[src/rtl/triloc_range_gen_pkg.sv]
// triloc_pkg: shared constants, FSM state type and squaring helpers for the
// trilateration range generator and the trilateration core.
//   N      coordinate width (signed two's complement)
//   CW     packed coordinate word width (x in upper half, y in lower half)
//   RW     radius width, DW squared-distance width, QW radius word width
//   Q*_LSB field offsets of rA/rB/rC inside the radius word
package triloc_pkg;
  localparam int N      = 8;
  localparam int CW     = 2 * N;
  localparam int RW     = N + 1;
  localparam int DW     = 2 * N + 2;
  localparam int QW     = 3 * N + 3;
  localparam int QA_LSB = 2 * N + 2;
  localparam int QB_LSB = N + 1;
  localparam int QC_LSB = 0;

  typedef enum logic [1:0] {
    IDLE = 2'd0,
    SQ   = 2'd1,
    ROOT = 2'd2,
    DONE = 2'd3
  } state_e;

  // Square of a signed RW-bit difference; the result is always non-negative
  // and below 2^(DW-1), so the DW-bit product never wraps.
  function automatic logic [DW-1:0] square_s(input logic signed [RW-1:0] v);
    logic signed [DW-1:0] e;
    e = {{(DW-RW){v[RW-1]}}, v};
    return e * e;
  endfunction

  // Square of an unsigned RW-bit root candidate.
  function automatic logic [DW-1:0] square_u(input logic [RW-1:0] v);
    logic [DW-1:0] e;
    e = {{(DW-RW){1'b0}}, v};
    return e * e;
  endfunction
endpackage

[src/rtl/triloc_range_gen_if.sv]
// triloc_range_gen_if: request/response bundle of the range generator.
//   in_valid/in_ready    request handshake
//   p0/p1/p2/t_input     anchor A/B/C and target coordinate words
//   out_valid/out_ready  result handshake, q packed radius word
// master = stimulus side, slave = the range generator.
interface triloc_range_gen_if;
  import triloc_pkg::*;

  logic          in_valid;
  logic          in_ready;
  logic [CW-1:0] p0_input;
  logic [CW-1:0] p1_input;
  logic [CW-1:0] p2_input;
  logic [CW-1:0] t_input;
  logic          out_valid;
  logic          out_ready;
  logic [QW-1:0] q;

  modport master (
    output in_valid, p0_input, p1_input, p2_input, t_input, out_ready,
    input  in_ready, out_valid, q
  );

  modport slave (
    input  in_valid, p0_input, p1_input, p2_input, t_input, out_ready,
    output in_ready, out_valid, q
  );
endinterface

[src/rtl/triloc_range_gen_isqrt.sv]
// triloc_isqrt: bit-serial floor integer square root, one result bit per
// cycle, MSB first. load clears the root and arms bit N; the root is final
// in the cycle where done is high, exactly N+1 cycles after load.
//   clk, rst_n  clock and async active-low reset
//   load        start a new root (d must stay stable until done)
//   d           radicand
//   done        last-bit cycle; root is valid combinationally in this cycle
//   root        resolved root including the bit decided this cycle
module triloc_isqrt
  import triloc_pkg::*;
(
  input  logic          clk,
  input  logic          rst_n,
  input  logic          load,
  input  logic [DW-1:0] d,
  output logic          done,
  output logic [RW-1:0] root
);
  logic [RW-1:0] root_q, root_d;
  logic [RW-1:0] bit_q, bit_d;
  logic [RW-1:0] trial_s;
  logic [RW-1:0] res_s;

  // Trial bit decision: keep the candidate bit if its square still fits in d.
  always_comb begin
    trial_s = root_q | bit_q;
    if (square_u(trial_s) <= d) begin
      res_s = trial_s;
    end else begin
      res_s = root_q;
    end
  end

  // Next-state for the partial root and the one-hot bit pointer.
  always_comb begin
    root_d = root_q;
    bit_d  = bit_q;
    if (load) begin
      root_d = {RW{1'b0}};
      bit_d  = {1'b1, {(RW-1){1'b0}}};
    end else if (bit_q != {RW{1'b0}}) begin
      root_d = res_s;
      bit_d  = bit_q >> 1;
    end else begin
      root_d = root_q;
      bit_d  = bit_q;
    end
  end

  // Root and bit-pointer registers.
  always_ff @(posedge clk or negedge rst_n) begin
    if (!rst_n) begin
      root_q <= {RW{1'b0}};
      bit_q  <= {RW{1'b0}};
    end else begin
      root_q <= root_d;
      bit_q  <= bit_d;
    end
  end

  assign done = bit_q[0];
  assign root = res_s;
endmodule

[src/rtl/triloc_range_gen.sv]
// triloc_range_gen: computes floor Euclidean distance from a target to three
// anchors, one anchor at a time through a shared bit-serial square root, and
// presents the packed radius word {rA, rB, rC}.
//   clk, rst_n  clock and async active-low reset
//   bus         triloc_range_gen_if.slave (request in, radius word out)
module triloc_range_gen
  import triloc_pkg::*;
(
  input  logic               clk,
  input  logic               rst_n,
  triloc_range_gen_if.slave  bus
);
  state_e        state_q, state_d;
  logic [1:0]    k_q, k_d;
  logic [CW-1:0] p0_q, p0_d, p1_q, p1_d, p2_q, p2_d, t_q, t_d;
  logic [DW-1:0] d_q, d_d;
  logic [RW-1:0] ra_q, ra_d, rb_q, rb_d;
  logic [QW-1:0] q_q, q_d;
  logic          out_valid_q, out_valid_d;
  logic          in_ready_q, in_ready_d;

  logic [CW-1:0]        anchor_s;
  logic signed [RW-1:0] dx_s, dy_s;
  logic [DW-1:0]        sq_s;
  logic                 load_s;
  logic                 done_s;
  logic [RW-1:0]        root_s;

  // Anchor mux for the anchor currently being ranged.
  always_comb begin
    case (k_q)
      2'd0:    anchor_s = p0_q;
      2'd1:    anchor_s = p1_q;
      default: anchor_s = p2_q;
    endcase
  end

  // Squarer: differences are sign-extended to N+1 bits so they never wrap.
  always_comb begin
    dx_s = {t_q[CW-1], t_q[CW-1:N]} - {anchor_s[CW-1], anchor_s[CW-1:N]};
    dy_s = {t_q[N-1], t_q[N-1:0]} - {anchor_s[N-1], anchor_s[N-1:0]};
    sq_s = square_s(dx_s) + square_s(dy_s);
  end

  triloc_isqrt u_isqrt (
    .clk   (clk),
    .rst_n (rst_n),
    .load  (load_s),
    .d     (d_q),
    .done  (done_s),
    .root  (root_s)
  );

  // FSM and datapath next-state. rA/rB are staged internally so q only
  // changes when the complete word is published on entry to DONE.
  always_comb begin
    state_d     = state_q;
    k_d         = k_q;
    p0_d        = p0_q;
    p1_d        = p1_q;
    p2_d        = p2_q;
    t_d         = t_q;
    d_d         = d_q;
    ra_d        = ra_q;
    rb_d        = rb_q;
    q_d         = q_q;
    out_valid_d = out_valid_q;
    in_ready_d  = in_ready_q;
    load_s      = 1'b0;
    case (state_q)
      IDLE: begin
        if (bus.in_valid) begin
          p0_d       = bus.p0_input;
          p1_d       = bus.p1_input;
          p2_d       = bus.p2_input;
          t_d        = bus.t_input;
          k_d        = 2'd0;
          in_ready_d = 1'b0;
          state_d    = SQ;
        end else begin
          state_d = IDLE;
        end
      end
      SQ: begin
        d_d     = sq_s;
        load_s  = 1'b1;
        state_d = ROOT;
      end
      ROOT: begin
        if (done_s) begin
          case (k_q)
            2'd0: begin
              ra_d    = root_s;
              k_d     = 2'd1;
              state_d = SQ;
            end
            2'd1: begin
              rb_d    = root_s;
              k_d     = 2'd2;
              state_d = SQ;
            end
            default: begin
              q_d         = {ra_q, rb_q, root_s};
              out_valid_d = 1'b1;
              state_d     = DONE;
            end
          endcase
        end else begin
          state_d = ROOT;
        end
      end
      DONE: begin
        if (bus.out_ready) begin
          out_valid_d = 1'b0;
          in_ready_d  = 1'b1;
          state_d     = IDLE;
        end else begin
          state_d = DONE;
        end
      end
      default: begin
        out_valid_d = 1'b0;
        in_ready_d  = 1'b1;
        state_d     = IDLE;
      end
    endcase
  end

  // State and datapath registers.
  always_ff @(posedge clk or negedge rst_n) begin
    if (!rst_n) begin
      state_q     <= IDLE;
      k_q         <= 2'd0;
      p0_q        <= {CW{1'b0}};
      p1_q        <= {CW{1'b0}};
      p2_q        <= {CW{1'b0}};
      t_q         <= {CW{1'b0}};
      d_q         <= {DW{1'b0}};
      ra_q        <= {RW{1'b0}};
      rb_q        <= {RW{1'b0}};
      q_q         <= {QW{1'b0}};
      out_valid_q <= 1'b0;
      in_ready_q  <= 1'b1;
    end else begin
      state_q     <= state_d;
      k_q         <= k_d;
      p0_q        <= p0_d;
      p1_q        <= p1_d;
      p2_q        <= p2_d;
      t_q         <= t_d;
      d_q         <= d_d;
      ra_q        <= ra_d;
      rb_q        <= rb_d;
      q_q         <= q_d;
      out_valid_q <= out_valid_d;
      in_ready_q  <= in_ready_d;
    end
  end

  assign bus.in_ready  = in_ready_q;
  assign bus.out_valid = out_valid_q;
  assign bus.q         = q_q;
endmodule

[src/flat_wrapper.sv]
// flat-port wrapper written by rule: the top's interface ports become plain ports
module triloc_range_gen_flat import triloc_pkg::*;
  (clk, rst_n, bus_in_valid, bus_p0_input, bus_p1_input, bus_p2_input, bus_t_input, bus_out_ready, bus_in_ready, bus_out_valid, bus_q);
  triloc_range_gen_if bus_i ();
  input  logic clk;
  input  logic rst_n;
  input wire logic [$bits(bus_i.in_valid)-1:0] bus_in_valid;
  input wire logic [$bits(bus_i.p0_input)-1:0] bus_p0_input;
  input wire logic [$bits(bus_i.p1_input)-1:0] bus_p1_input;
  input wire logic [$bits(bus_i.p2_input)-1:0] bus_p2_input;
  input wire logic [$bits(bus_i.t_input)-1:0] bus_t_input;
  input wire logic [$bits(bus_i.out_ready)-1:0] bus_out_ready;
  output wire logic [$bits(bus_i.in_ready)-1:0] bus_in_ready;
  output wire logic [$bits(bus_i.out_valid)-1:0] bus_out_valid;
  output wire logic [$bits(bus_i.q)-1:0] bus_q;
  assign bus_i.in_valid = bus_in_valid;
  assign bus_i.p0_input = bus_p0_input;
  assign bus_i.p1_input = bus_p1_input;
  assign bus_i.p2_input = bus_p2_input;
  assign bus_i.t_input = bus_t_input;
  assign bus_i.out_ready = bus_out_ready;
  assign bus_in_ready = bus_i.in_ready;
  assign bus_out_valid = bus_i.out_valid;
  assign bus_q = bus_i.q;
  triloc_range_gen u_core (.clk(clk), .rst_n(rst_n), .bus(bus_i));
endmodule
[config.mk]
export PLATFORM = sky130hd
export DESIGN_NAME = triloc_range_gen_flat
export DESIGN_NICKNAME = d
export VERILOG_FILES = /design/src/rtl/triloc_range_gen_pkg.sv /design/src/rtl/triloc_range_gen_if.sv /design/src/rtl/triloc_range_gen_isqrt.sv /design/src/rtl/triloc_range_gen.sv /design/src/flat_wrapper.sv
export SDC_FILE = /design/constraint.sdc
export NUM_CORES = 1
export LEC_CHECK = 0
export ABC_AREA = 0
export CAP_MARGIN = 5
export CORE_ASPECT_RATIO = 0.9
export CORE_UTILIZATION = 61
export DETAILED_ROUTE_END_ITERATION = 16
export GPL_TIMING_DRIVEN = 0
export PLACE_DENSITY = 0.91
export RECOVER_POWER = 25
export SETUP_SLACK_MARGIN = 0.5
export SLEW_MARGIN = 10
export SYNTH_ARGS = -nofsm -noshare
export SYNTH_HDL_FRONTEND = slang
export SYNTH_HIERARCHICAL = 1
export SYNTH_SLANG_ARGS = --single-unit
export TNS_END_PERCENT = 30
[constraint.sdc]
create_clock -name clk -period 9 [get_ports clk]
set_clock_uncertainty 0.2 [all_clocks]
set_input_delay 1.35 -clock clk [delete_from_list [all_inputs] [get_ports clk]]
set_output_delay 1.35 -clock clk [all_outputs]
set_load 0.02 [all_outputs]
==> metrics.md <==
| Metric | Value |
|---|---|
| # IOs | just under 100 |
| Diode count | 0 |
| Worst hold path type | flop to flop |
| CP Class | flop to flop |
| Vias per cell | 6.17 |
| Register-to-register setup slack | approximately 0.35 ns |
| Critical-path maximum fanout | 10 |
| First-pass GRT wire length | a little over 60000 µm |
| Core area | between 0.02 and 0.025 mm² |
| Commonest non-fill, non-tap cell in the layout | inv_1 |
| Die Y | around 150 µm |
| Mapped cell area | between 0.01 and 0.015 mm² |
| TritonCTS buffer count | 17 |
| Startpoint Class | flop |
| Maximum clock rate | 116 MHz |
| Final setup fails | 0 |
| Outcome | complete, but fails checks |
| DP HPWL | 28300 µm |
| Yosys cell types | just under 70 |
| Drt pass-1 iters | 6 |
| Minimum clock period | 8.65 ns |
| Leading cell types in the layout, fill and taps excluded | 277 x inv_1, 176 x fa_1, 150 x dfrtp_1 |
| # DRC | 0 |
| Slowest stage delay, CP | between 0.7 and 0.8 ns |
| Slowest CP cell | fa_2 |
| Share of cells above drive strength 1 | around 15% |
| H-tree depth | 4 |
| Dominant cell type by area after synthesis | dfrtp_1 |
| Total GRT Usage | about a third |
| Detail Route Antenna Nets | 0 |
| CP endpoint kind | flop |
| Clk slew on worst S/H paths | roughly 0.060 ns |
| Synthesis-to-finish area growth | 15.0% |
| Hold Vio Cnt, Final | 0 |
| Initial Util | a little over three fifths |
| Max Root-Sink Buffers | 2 |
| Unrepaired setup endpoints after global routing | yes |
| Pins Over Slew Limit | 154 |
| Drt first-iter violations | between 1000 and 1500 |
| Clock sinks | 151 |
| FF+latch count, synth | between 150 and 200 |
| DR vias | 11800 |
| Critical path arrival | about 9 ns |
| Ys Warns | 6 |
| Final setup TNS | 0 ns |
| Asr flop ratio synth | 100% |
| Place WS | -0.328 ns |
| Final net count | 1977 |
| Final Cycle Share | between 90% and 100% |
| Die footprint | roughly 0.025 mm² |
| Buffers on Ports | between 90 and 100 |
| Failing checks | capacitance limit, slew limit |
| Number of global-route vias before repair | roughly 12000 |
| Clock root buffer | clkbuf_16 |
| Syn Inst Count | 1471 |
| # rows | between 50 and 60 |
| Initial antenna violation count | 0 |
| Syn_nets | between 1500 and 2000 |
| Seq. cell area | roughly 0.0038 mm² |
| Die W | around 170 µm |
| Largest net degree at the start of global routing | 96 |
| Top cells by area, synth | dfrtp_1 25%, fa_1 24%, ha_1 11% |
| Yosys top cell area share | 25.3% |
| Sequential-to-total area share from yosys stat | roughly a quarter |
| Slew margin rel. | -179% |
| Worst-Margin Slew | 4.18 ns |
| GPL Wtd Cong | 0.914 |
| Max-Cap Viols | 2 |
| CTS tree | built |
| GR Overflow Total | 0 |
| Fin worst setup slack | about 0.35 ns |
| Drt total wl | between 40000 and 50000 µm |
| CP required | 9.10 ns |
| Post-synth EDFFs | 0 |
| Filler cell count | about 1400 |
| CP most frequent cell | fa_1 |
| Clock latency on the worst-skew pair | ~0.44 ns |
| Avg Cell Area, Syn | a little over 10 µm² |
| Post-synth top flop | dfrtp_1 |
| Multi-input logic area | between 0.01 and 0.015 mm² |
| DR WL/cell | roughly 21 µm |
==> state kept, by name, summed over array words and instances (netlist names), 2 cells and up <==
name / flops
u_core/p2_q: 16
u_core/u_isqrt/root_q: 9
u_core/p1_q: 16
u_core/ra_q: 9
u_core/rb_q: 9
u_core/u_isqrt/bit_q: 9
u_core/bus.q: 27
u_core/k_q: 2
u_core/d_q: 18
u_core/t_q: 16
u_core/state_q: 2
u_core/p0_q: 16
==> repair_timing <==
item | CTS | global route
hold buffers | 0 | 0
hold endpoints to repair | 0 | 0
buffers inserted | 5 | 3
pin swaps | 9 | 20
setup endpoints to repair | 10 | 6
gates resized for setup | 30 | 35
==> synthesized netlist by cell type, types with 5 or more instances <==
cell type    n
nor3_1      20
and2_1       7
a31oi_1     14
o21bai_1     5
dfrtp_1    150
nand2b_1     6
clkbuf_1    16
a21o_1      12
xnor2_1     36
nand4_1      5
a21oi_2     13
buf_1        5
inv_1      276
o21a_1       7
xor2_1      16
ha_1       135
o21ai_0     33
nor2_1     102
nor2b_1     21
inv_2        5
buf_2       11
nand2_1    131
nand3_1     12
mux2i_1     18
mux2_2      95
or2_4        9
o21ai_1     10
or3_1        6
mux2_4       9
fa_1       179
a21oi_1     51
==> layer usage <==
metal	vias to the layer above	GRT usage, %	part of all wire [%]
li1	4939	-	-
met1	5764	38.6	36
met2	849	56.1	50
met3	227	6.80	8.9
met4	0	14.5	5.1
met5	-	0	0
==> critical path, delay by kind of cell (launching register included) <==
family                   cells  cell delay (ns)
multiplexers                 1             0.19
AND/OR/NAND/NOR              4             0.46
flip-flops                   1             0.39
AO/OA/AOI/OAI               10             1.58
XOR/XNOR                     1             0.19
buffers and inverters       10             1.26
adder cells (fa/ha/maj)      9             4.23
==> area by class of cell <==
type	instances	share of cell area, %
clock buffers	19	2.65
repair buffers	105	6.02
inverters	283	6.22
well taps	302	2.21
multi-input cells	1003	58.8
flip-flops and latches	151	22.1
plain buffers	34	1.17
clock inverters	13	0.813
==> path summary, 6_finish.rpt <==
kind	from	endpoint	depth (start not counted)
max	u_core/k_q[0]$_DFFE_PN0P_	u_core/d_q[17]$_DFFE_PN0P_	35
max in group asynchronous	rst_n	u_core/d_q[6]$_DFFE_PN0P_	2
min	u_core/d_q[3]$_DFFE_PN0P_	u_core/d_q[3]$_DFFE_PN0P_	2
max reg2reg	u_core/k_q[0]$_DFFE_PN0P_	u_core/d_q[17]$_DFFE_PN0P_	35
min in group asynchronous	rst_n	u_core/p1_q[2]$_DFFE_PN0P_	1
min reg2reg	u_core/d_q[3]$_DFFE_PN0P_	u_core/d_q[3]$_DFFE_PN0P_	2
==> metrics by stage <==
stage,util (%),instance area (µm²),hold slack (ns),cells
floorplan,-,14900,0.246,1471
detailed placement,68.7,16200,0.268,1870
global route,72.3,17100,0.309,1910
finish,72.3,17100,0.283,1910
CTS,71.7,16900,0.284,1907
global placement,68.6,16200,0.259,1869
==> cells by family (layout without fill, tap and decap cells) <==
kind of cell	count (synthesis)	count (layout)	synth area share, %
muxes	125	125	9.55
xor gates and xnor gates	55	55	3.47
DFF	151	151	25.5
and+or+nand+nor	342	342	10.7
AOI/OAI and AO/OA	167	167	7.14
adders and majority gates	314	314	35.5
buffers and inverters	317	454	8.18
Power is not shown: default switching activity piles up to over one toggle a cycle in this logic, so the estimate is an artifact.
